$ cat config.mk
export PLATFORM = sky130hd
export DESIGN_NAME = mem_access_ctrl_flat
export DESIGN_NICKNAME = d
export VERILOG_FILES = /design/src/rtl/mem_access_ctrl_if.sv /design/src/rtl/mem_access_ctrl.sv /design/src/flat_wrapper.sv
export SDC_FILE = /design/constraint.sdc
export NUM_CORES = 1
export LEC_CHECK = 0
export CORE_UTILIZATION = 40
export CTS_CLUSTER_DIAMETER = 50
export DETAILED_ROUTE_END_ITERATION = 10
export PLACE_DENSITY = 0.73
export SLEW_MARGIN = 30
export SYNTH_ARGS = -nofsm -noshare
export SYNTH_HDL_FRONTEND = slang
export SYNTH_SLANG_ARGS = --single-unit
$ cat constraint.sdc
create_clock -name clk -period 4.5 [get_ports clk]
set_input_delay 1.125 -clock clk [delete_from_list [all_inputs] [get_ports clk]]
set_output_delay 1.125 -clock clk [all_outputs]
set_load 0.01 [all_outputs]
$ cat src/rtl/mem_access_ctrl_if.sv
// mem_access_ctrl_if
//   Bundles the MEM-stage request signals, the data-cache port and the
//   stall/result outputs of the MEM-stage memory sequencer.
//   master : the sequencer (consumes the pipeline request, drives the cache).
//   slave  : the surroundings (pipeline register + data cache).
//   Signals:
//     valid, opcode[3:0], mem_read, mem_write, address[15:0],
//     store_data[15:0], stage_load            pipeline -> sequencer
//     dmem_address[15:0], dmem_read, dmem_write,
//     dmem_byte_enable[1:0], dmem_wdata[15:0]  sequencer -> cache
//     dmem_rdata[15:0], dmem_resp              cache -> sequencer
//     mem_result[15:0], stall                  sequencer -> pipeline
interface mem_access_ctrl_if;
  logic        valid;
  logic [3:0]  opcode;
  logic        mem_read;
  logic        mem_write;
  logic [15:0] address;
  logic [15:0] store_data;
  logic        stage_load;
  logic [15:0] dmem_address;
  logic        dmem_read;
  logic        dmem_write;
  logic [1:0]  dmem_byte_enable;
  logic [15:0] dmem_wdata;
  logic [15:0] dmem_rdata;
  logic        dmem_resp;
  logic [15:0] mem_result;
  logic        stall;

  modport master (
    input  valid, opcode, mem_read, mem_write, address, store_data, stage_load,
    input  dmem_rdata, dmem_resp,
    output dmem_address, dmem_read, dmem_write, dmem_byte_enable, dmem_wdata,
    output mem_result, stall
  );

  modport slave (
    output valid, opcode, mem_read, mem_write, address, store_data, stage_load,
    output dmem_rdata, dmem_resp,
    input  dmem_address, dmem_read, dmem_write, dmem_byte_enable, dmem_wdata,
    input  mem_result, stall
  );
endinterface

$ cat src/rtl/mem_access_ctrl.sv
// mem_access_ctrl
//   MEM-stage memory sequencer for the pipelined LC-3b datapath. Issues the
//   data-cache access(es) for the MEM-stage instruction, runs the two-access
//   LDI/STI sequences, handles byte lanes for LDB/STB and stalls IF..MEM until
//   the access completes.
//   Ports:
//     clk   : sole clock, rising edge
//     reset : synchronous, active-high, returns the sequencer to IDLE
//     bus   : mem_access_ctrl_if.master (pipeline request, cache port,
//             mem_result and stall)
module mem_access_ctrl (
  input  logic              clk,
  input  logic              reset,
  mem_access_ctrl_if.master bus
);

  localparam logic [3:0] OP_LDB = 4'h2;
  localparam logic [3:0] OP_STB = 4'h3;
  localparam logic [3:0] OP_STR = 4'h7;
  localparam logic [3:0] OP_LDI = 4'hA;
  localparam logic [3:0] OP_STI = 4'hB;

  typedef enum logic [1:0] {IDLE, ACCESS1, ACCESS2, COMPLETE} state_e;
  typedef enum logic [2:0] {K_WREAD, K_BREAD, K_WWRITE, K_BWRITE, K_LDI, K_STI} kind_e;

  state_e      state_q;
  kind_e       kind_q;
  kind_e       kind_d;
  logic        byte_hi_q;
  logic        gap_q;
  logic [15:0] dmem_address_q;
  logic        dmem_read_q;
  logic        dmem_write_q;
  logic [1:0]  dmem_be_q;
  logic [15:0] dmem_wdata_q;
  logic [15:0] mem_result_q;
  logic        req_s;
  logic        stall_s;

  // Zero-extended byte lane selected by the low address bit.
  function automatic logic [15:0] byte_extract(input logic [15:0] data, input logic hi);
    return {8'h00, (hi ? data[15:8] : data[7:0])};
  endfunction

  assign req_s = bus.valid & (bus.mem_read | bus.mem_write);

  // Access kind from the opcode; unknown opcodes with a request act as word reads.
  always_comb begin
    kind_d = K_WREAD;
    case (bus.opcode)
      OP_LDB:  kind_d = K_BREAD;
      OP_STR:  kind_d = K_WWRITE;
      OP_STB:  kind_d = K_BWRITE;
      OP_LDI:  kind_d = K_LDI;
      OP_STI:  kind_d = K_STI;
      default: kind_d = K_WREAD;
    endcase
  end

  // Stall is combinational so the pipeline freezes in the same cycle the request appears.
  always_comb begin
    if (reset) begin
      stall_s = 1'b0;
    end else begin
      stall_s = req_s & (state_q != COMPLETE);
    end
  end

  // Sequencer FSM with registered cache strobes, lanes, data and result.
  always_ff @(posedge clk) begin
    if (reset) begin
      state_q        <= IDLE;
      kind_q         <= K_WREAD;
      byte_hi_q      <= 1'b0;
      gap_q          <= 1'b0;
      dmem_address_q <= 16'h0000;
      dmem_read_q    <= 1'b0;
      dmem_write_q   <= 1'b0;
      dmem_be_q      <= 2'b00;
      dmem_wdata_q   <= 16'h0000;
      mem_result_q   <= 16'h0000;
    end else begin
      case (state_q)
        IDLE: begin
          if (req_s) begin
            kind_q         <= kind_d;
            byte_hi_q      <= bus.address[0];
            dmem_address_q <= bus.address & 16'hFFFE;
            dmem_read_q    <= (kind_d != K_WWRITE) && (kind_d != K_BWRITE);
            dmem_write_q   <= (kind_d == K_WWRITE) || (kind_d == K_BWRITE);
            // STI keeps store_data here until its second (write) access.
            if (kind_d == K_BWRITE) begin
              dmem_be_q    <= bus.address[0] ? 2'b10 : 2'b01;
              dmem_wdata_q <= {bus.store_data[7:0], bus.store_data[7:0]};
            end else begin
              dmem_be_q    <= 2'b11;
              dmem_wdata_q <= bus.store_data;
            end
            state_q <= ACCESS1;
          end
        end
        ACCESS1: begin
          if (bus.dmem_resp) begin
            dmem_read_q  <= 1'b0;
            dmem_write_q <= 1'b0;
            if ((kind_q == K_LDI) || (kind_q == K_STI)) begin
              dmem_address_q <= bus.dmem_rdata & 16'hFFFE;
              gap_q          <= 1'b1;
              state_q        <= ACCESS2;
            end else begin
              if (kind_q == K_BREAD) begin
                mem_result_q <= byte_extract(bus.dmem_rdata, byte_hi_q);
              end else if (kind_q == K_WREAD) begin
                mem_result_q <= bus.dmem_rdata;
              end
              state_q <= COMPLETE;
            end
          end
        end
        ACCESS2: begin
          // gap_q marks the mandatory strobe-low cycle between the two accesses.
          if (gap_q) begin
            gap_q        <= 1'b0;
            dmem_read_q  <= (kind_q == K_LDI);
            dmem_write_q <= (kind_q == K_STI);
            dmem_be_q    <= 2'b11;
          end else if (bus.dmem_resp) begin
            dmem_read_q  <= 1'b0;
            dmem_write_q <= 1'b0;
            if (kind_q == K_LDI) begin
              mem_result_q <= bus.dmem_rdata;
            end
            state_q <= COMPLETE;
          end
        end
        COMPLETE: begin
          // Wait for the pipeline to take this instruction before accepting another.
          if (bus.stage_load) begin
            state_q <= IDLE;
          end
        end
        default: begin
          state_q <= IDLE;
        end
      endcase
    end
  end

  assign bus.dmem_address     = dmem_address_q;
  assign bus.dmem_read        = dmem_read_q;
  assign bus.dmem_write       = dmem_write_q;
  assign bus.dmem_byte_enable = dmem_be_q;
  assign bus.dmem_wdata       = dmem_wdata_q;
  assign bus.mem_result       = mem_result_q;
  assign bus.stall            = stall_s;

endmodule
$ cat src/flat_wrapper.sv
// flat-port wrapper written by rule: the top's interface ports become plain ports
module mem_access_ctrl_flat 
  (clk, reset, bus_valid, bus_opcode, bus_mem_read, bus_mem_write, bus_address, bus_store_data, bus_stage_load, bus_dmem_rdata, bus_dmem_resp, bus_dmem_address, bus_dmem_read, bus_dmem_write, bus_dmem_byte_enable, bus_dmem_wdata, bus_mem_result, bus_stall);
  mem_access_ctrl_if bus_i ();
  input  logic clk;
  input  logic reset;
  input wire logic [$bits(bus_i.valid)-1:0] bus_valid;
  input wire logic [$bits(bus_i.opcode)-1:0] bus_opcode;
  input wire logic [$bits(bus_i.mem_read)-1:0] bus_mem_read;
  input wire logic [$bits(bus_i.mem_write)-1:0] bus_mem_write;
  input wire logic [$bits(bus_i.address)-1:0] bus_address;
  input wire logic [$bits(bus_i.store_data)-1:0] bus_store_data;
  input wire logic [$bits(bus_i.stage_load)-1:0] bus_stage_load;
  input wire logic [$bits(bus_i.dmem_rdata)-1:0] bus_dmem_rdata;
  input wire logic [$bits(bus_i.dmem_resp)-1:0] bus_dmem_resp;
  output wire logic [$bits(bus_i.dmem_address)-1:0] bus_dmem_address;
  output wire logic [$bits(bus_i.dmem_read)-1:0] bus_dmem_read;
  output wire logic [$bits(bus_i.dmem_write)-1:0] bus_dmem_write;
  output wire logic [$bits(bus_i.dmem_byte_enable)-1:0] bus_dmem_byte_enable;
  output wire logic [$bits(bus_i.dmem_wdata)-1:0] bus_dmem_wdata;
  output wire logic [$bits(bus_i.mem_result)-1:0] bus_mem_result;
  output wire logic [$bits(bus_i.stall)-1:0] bus_stall;
  assign bus_i.valid = bus_valid;
  assign bus_i.opcode = bus_opcode;
  assign bus_i.mem_read = bus_mem_read;
  assign bus_i.mem_write = bus_mem_write;
  assign bus_i.address = bus_address;
  assign bus_i.store_data = bus_store_data;
  assign bus_i.stage_load = bus_stage_load;
  assign bus_i.dmem_rdata = bus_dmem_rdata;
  assign bus_i.dmem_resp = bus_dmem_resp;
  assign bus_dmem_address = bus_i.dmem_address;
  assign bus_dmem_read = bus_i.dmem_read;
  assign bus_dmem_write = bus_i.dmem_write;
  assign bus_dmem_byte_enable = bus_i.dmem_byte_enable;
  assign bus_dmem_wdata = bus_i.dmem_wdata;
  assign bus_mem_result = bus_i.mem_result;
  assign bus_stall = bus_i.stall;
  mem_access_ctrl u_core (.clk(clk), .reset(reset), .bus(bus_i));
endmodule
Word-level counts from Yosys, hierarchy flattened. Index checks and enable logic that the tools add are counted. Widths: inputs -> output; s select.

Mux-type cells: 39. $lt $le $gt $ge: 0. Bitwise operators: 3. Div/mod/pow operators: 0. Add/subtract/negate cells: 0. Shift operators: 0. Multiply operators: 0. Reductions and logical operators: 16. Equal/unequal tests: 26.

Operators with widths (number): $mux 16 (11); $pmux 16 s2 (2); $mux 2 (9); $pmux 3 s5 (1); $ne 2x2->1 const B (6); $mux 1 (10); $eq 4x2->1 const B (2); $eq 4x4->1 const B (2); $mux 8 (1); $ne 2x1->1 const B (4); $pmux 2 s4 (1); $reduce_and 7->1 (1); $eq 3x2->1 const B (2); $eq 3x3->1 const B (2); $ne 3x2->1 const B (2); $pmux 1 s3 (2); $reduce_and 3->1 (2); $reduce_bool 2->1 (3); $reduce_and 5->1 (1); $eq 2x2->1 const B (2); $eq 4x3->1 const B (1); $pmux 2 s2 (1); $reduce_and 2->1 (2); $reduce_and 4->1 (1); other kinds (11) (13).

Latch bits: 0. ROM bits: 0. Register bits after elaboration: 59. Bits in writable memories: 0. Output and inout port bits: 53. Input bits: 59. Memories kept: 0. Logic and storage cells: 94.

Logic depth before layout (Yosys ltp).
Depth in word-level cells: 6. Mapped depth: 8.

Worst setup path after synthesis. OpenSTA, ideal clock, no wires.

Path kind: input-to-output. From: input port reset. To: output port bus_stall. Required time: 3.375 ns. Stages: 3. Setup slack: 1.634 ns. Arrival time: 1.741 ns. Path through: clkbuf_1 clkbuf_1 nor3_1.

Longest elaborated chain between the ends: 1.

Ends and longest elaborated chain: start: declaration (line flat_wrapper.sv:6) `input logic reset;`; $mux 1 (line mem_access_ctrl.sv:62) `if (reset) begin`; end: declaration (line flat_wrapper.sv:22) `output wire logic [$bits(bus_i.stall)-1:0] bus_stall;`.

No other way between the ends.

Final worst setup path.
From: input port bus_mem_read. To: output port bus_stall.

Longest elaborated chain between the ends: 4.

Ends and longest elaborated chain: start: declaration (line flat_wrapper.sv:9) `input wire logic [$bits(bus_i.mem_read)-1:0] bus_mem_read;`; $or 1x1->1 (line mem_access_ctrl.sv:45) `assign req_s = bus.valid & (bus.mem_read | bus.mem_write);`; $and 1x1->1 (line mem_access_ctrl.sv:45); $and 1x1->1 (line mem_access_ctrl.sv:65) `stall_s = req_s & (state_q != COMPLETE);`; $mux 1 (line mem_access_ctrl.sv:62).

No other way between the ends.

==> impl_metrics.csv <==
group,metric,value,unit
power_and_ir_drop,power.total,2.12,mW
placed_design,place_congestion,0.787,
global_routing,grt_usage,0.211,
die,ios,112,
setup_path,critPathTopFamily,"buffers and inverters",
routing,post_drt_wl_per_cell,14.5,um
setup_path,r2r-start,"u_core.state_q[0]",
setup_path,crit_type,"input port to output port",
clocking,numCtsBuffers,9,
routing,drtAntennaViolNets,0,
synthesis,synth_fp_nets,370,
synthesis,synth_area,0.00267,mm2
sta,min_period,3600,ps
die,start_util,0.418,
final_layout,seqCellArea,0.00116,mm2
setup_path,start_kind,"input port",
synthesis,yosysUniqueCellTypes,39,
clocking,cts_root_buf,"clkbuf_8",
synthesis,netlist_instances,306,
synthesis,yosysMostFrequentCell,"dfxtp_1",
setup_path,worstPathRequired,3380,ps
final_layout,synthToLayoutAreaGrowth,48.4,%
routing,avgViaCountPerCell,5.23,
power_and_ir_drop,combPwrFrac,0.459,
synthesis,synth-xor-area-share,0,
sta,fmax,0.278,GHz
final_layout,filler_cell_count,586,
power_and_ir_drop,p_int,1.35,mW
synthesis,synthMuxAreaShare,0.116,
placed_design,dp_hpwl,5090,um
flow_run,max_cap_viol_count,0,
sta,period_share,0.801,
synthesis,synth_edf_count,0,
power_and_ir_drop,ir_drop,0.318,mV
sta,finalHoldViolCount,0,
synthesis,synth-seq-cells,58,
synthesis,synth_top_cell_by_area,"dfxtp_1",
global_routing,grt_pass1_wl,11700,um
sta,report.final.setup_viol,0,
power_and_ir_drop,power_frac_seq,0.343,
die,chipHeight,83.7,um
routing,routed_wirelength,7110,um
synthesis,ys_seq_area_frac,0.435,
setup_path,crit_path_end_kind,"output port",
clocking,cts_buffer_depth,2,
die,core,0.00639,mm2
setup_path,crit_buf_inv,2,
min_path,hold_class,"flip-flop to flip-flop",
synthesis,ys_warn_count,0,
final_layout,fin_nets,472,
sta,drv_slew,0,
power_and_ir_drop,power.density,534,mW/mm2
die,die_w,83.7,um
clocking,clk_pin_slew,60,ps
routing,first_pass_iters,4,
global_routing,grt-ovfl-total,0,
setup_path,cp_slowest_cell,"clkdlybuf4s50_1",
setup_path,critPathMaxStageDelay,560,ps
sta,setup-tns-final,0,ps
clocking,cts_hold_buf,0,
power_and_ir_drop,clockPowerShare,0.198,
synthesis,synth-simple-area-share,0.196,
die,die-area,0.00701,mm2
global_routing,grt_max_degree,59,
sta,worst_slew_margin_rel,0.489,
clocking,clkSinkCount,58,
synthesis,synth_fa_ha_area_frac,0.0234,
power_and_ir_drop,swShare,0.362,
synthesis,synth_top_family_by_area,"simple AND/OR/NAND/NOR gates",
global_routing,antenna_found_initial,0,
sta,finClkSkew,4.87,ps
sta,worst_slew_pin_slew,766,ps
placed_design,pre_cts_slack,883,ps
sta,rsz0062_at_grt,"no",
final_layout,drive_above_1_share,0.0534,
synthesis,ys.flop_type,"dfxtp_1",
synthesis,syn_avg_cell_area,8.73,um2
power_and_ir_drop,p_leak,1.46,nW
setup_path,cp-startpoint,"bus_mem_read",
clocking,htree_levels,3,
clocking,insertion_delay,330,ps
final_layout,num_antenna_cells,0,
routing,drt_iter0_markers,112,
setup_path,cp.arrival,2480,ps
synthesis,synthArstFlopShare,0,
routing,drc,0,
synthesis,synth_compound_area_frac,0.179,
setup_path,crit_fanout,7,
final_layout,multiInputGateArea,0.00139,mm2
routing,routed-via-count,2557,
setup_path,cp_cell_sequence,"clkdlybuf4s50_1, o21ai_1, nor3_1, clkdlybuf4s50_1",
global_routing,grt_pass1_vias,2452,
synthesis,synth_area_leaders,"dfxtp_1 (43%), mux2i_1 (12%), a211oi_1 (9.8%)",
die,placementRows,29,
clocking,post-cts-setup-buffers,0,
power_and_ir_drop,p_sw,0.767,mW
synthesis,synth_commonest_cells,"dfxtp_1 (58), nor2_1 (37), a211oi_1 (35), nand2_1 (32), mux2i_1 (31)",
min_path,hold_start,"u_core.bus.mem_result[12]",
setup_path,crit_top_cell,"clkdlybuf4s50_1",
clocking,cts_resized,0,
sta,fin_ws,897,ps
sta,hold_ws,453,ps
placed_design,io_buffer_count,110,
clocking,cts_tree,"built",
outcome,status,"complete, no violations",
synthesis,synth_top_area_share,0.435,
-- area by class of cell --
type | count | share of cell area
Multi-Input combinational cell | 218 | 0.349
Sequential cell | 58 | 0.293
Timing Repair Buffer | 114 | 0.284
Clock buffer | 12 | 0.0391
Tap cell | 77 | 0.0243
Inverter | 7 | 0.00663
Clock inverter | 3 | 0.00379
-- metal layers --
layer | routed length, um | track usage | part of all wire | vias up
met5 | 0 | 0 | 0 | -
met4 | 150 | 0.0832 | 0.021 | 0
met1 | 3190 | 0.253 | 0.45 | 1160
li1 | - | - | - | 1294
met3 | 594 | 0.0950 | 0.084 | 12
met2 | 3180 | 0.329 | 0.45 | 91
-- metrics by stage --
| stage | cells | utilization | cell area, um2 |
|---|---|---|---|
| after global placement | 474 | 0.594 | 3790 |
| after floorplan | 306 | - | 2670 |
| after detailed placement | 474 | 0.594 | 3790 |
| final | 489 | 0.621 | 3970 |
| after CTS | 489 | 0.621 | 3970 |
| after global routing | 489 | 0.621 | 3970 |
-- cells in the final DEF (no fill, tap or decap), types with 2 or more instances in the layout --
master / count
or2_1: 2
a21oi_1: 24
nor2b_1: 3
clkdlybuf4s50_1: 109
nor4bb_1: 2
nand3_1: 10
inv_1: 7
ha_1: 5
nand4b_1: 2
nor2_1: 37
o21ai_0: 3
nor3_1: 4
dfxtp_1: 58
and3b_1: 2
a211oi_1: 35
clkinv_2: 3
clkbuf_8: 11
mux2i_1: 31
buf_4: 4
a21bo_2: 2
nand2_1: 32
nand2b_1: 6
-- worst paths after layout --
path	end	slack [ps]	cells after the start
worst min-delay path	u_core.bus.mem_result[12]	450	2
worst min register to register	u_core.bus.mem_result[12]	450	2
worst max-delay path	bus_stall	900	4
worst max register to register	u_core.bus.mem_result[3]	1950	6
-- cell families after synthesis --
logic type,Yosys count
muxes,31
buffers and inverters,30
adders and majority gates,5
other,1
AOI/OAI and AO/OA,72
and+or+nand+nor,109
DFF,58
-- power by group through the flow --
stage | combinational, mW | clock [mW] | sequential [mW]
after global placement | 0.965 | 0 | 0.733
after detailed placement | 0.977 | 0 | 0.739
after floorplan | 0.513 | 0 | 0.788
final | 0.972 | 0.419 | 0.728
after global routing | 1.07 | 0.453 | 0.747
after CTS | 0.983 | 0.431 | 0.728
-- sequential cells by signal, indices dropped and copies added, names as in the netlist --
| name | flops |
|---|---|
| u_core.gap_q | 1 |
| u_core.byte_hi_q | 1 |
| u_core.bus.dmem_write | 1 |
| u_core.bus.mem_result | 16 |
| u_core.bus.dmem_read | 1 |
| u_core.kind_q | 3 |
| u_core.bus.dmem_address | 15 |
| u_core.bus.dmem_wdata | 16 |
| u_core.bus.dmem_byte_enable | 2 |
| u_core.state_q | 2 |
-- worst reg2reg max path, cell delays in order (launching register included) --
cell	delay [ps]
dfxtp_1	440
inv_1	100
ha_1	330
or4b_1	690
or2_1	470
mux2i_1	200
a211oi_1	240
Power figures use the tool's default switching activity.
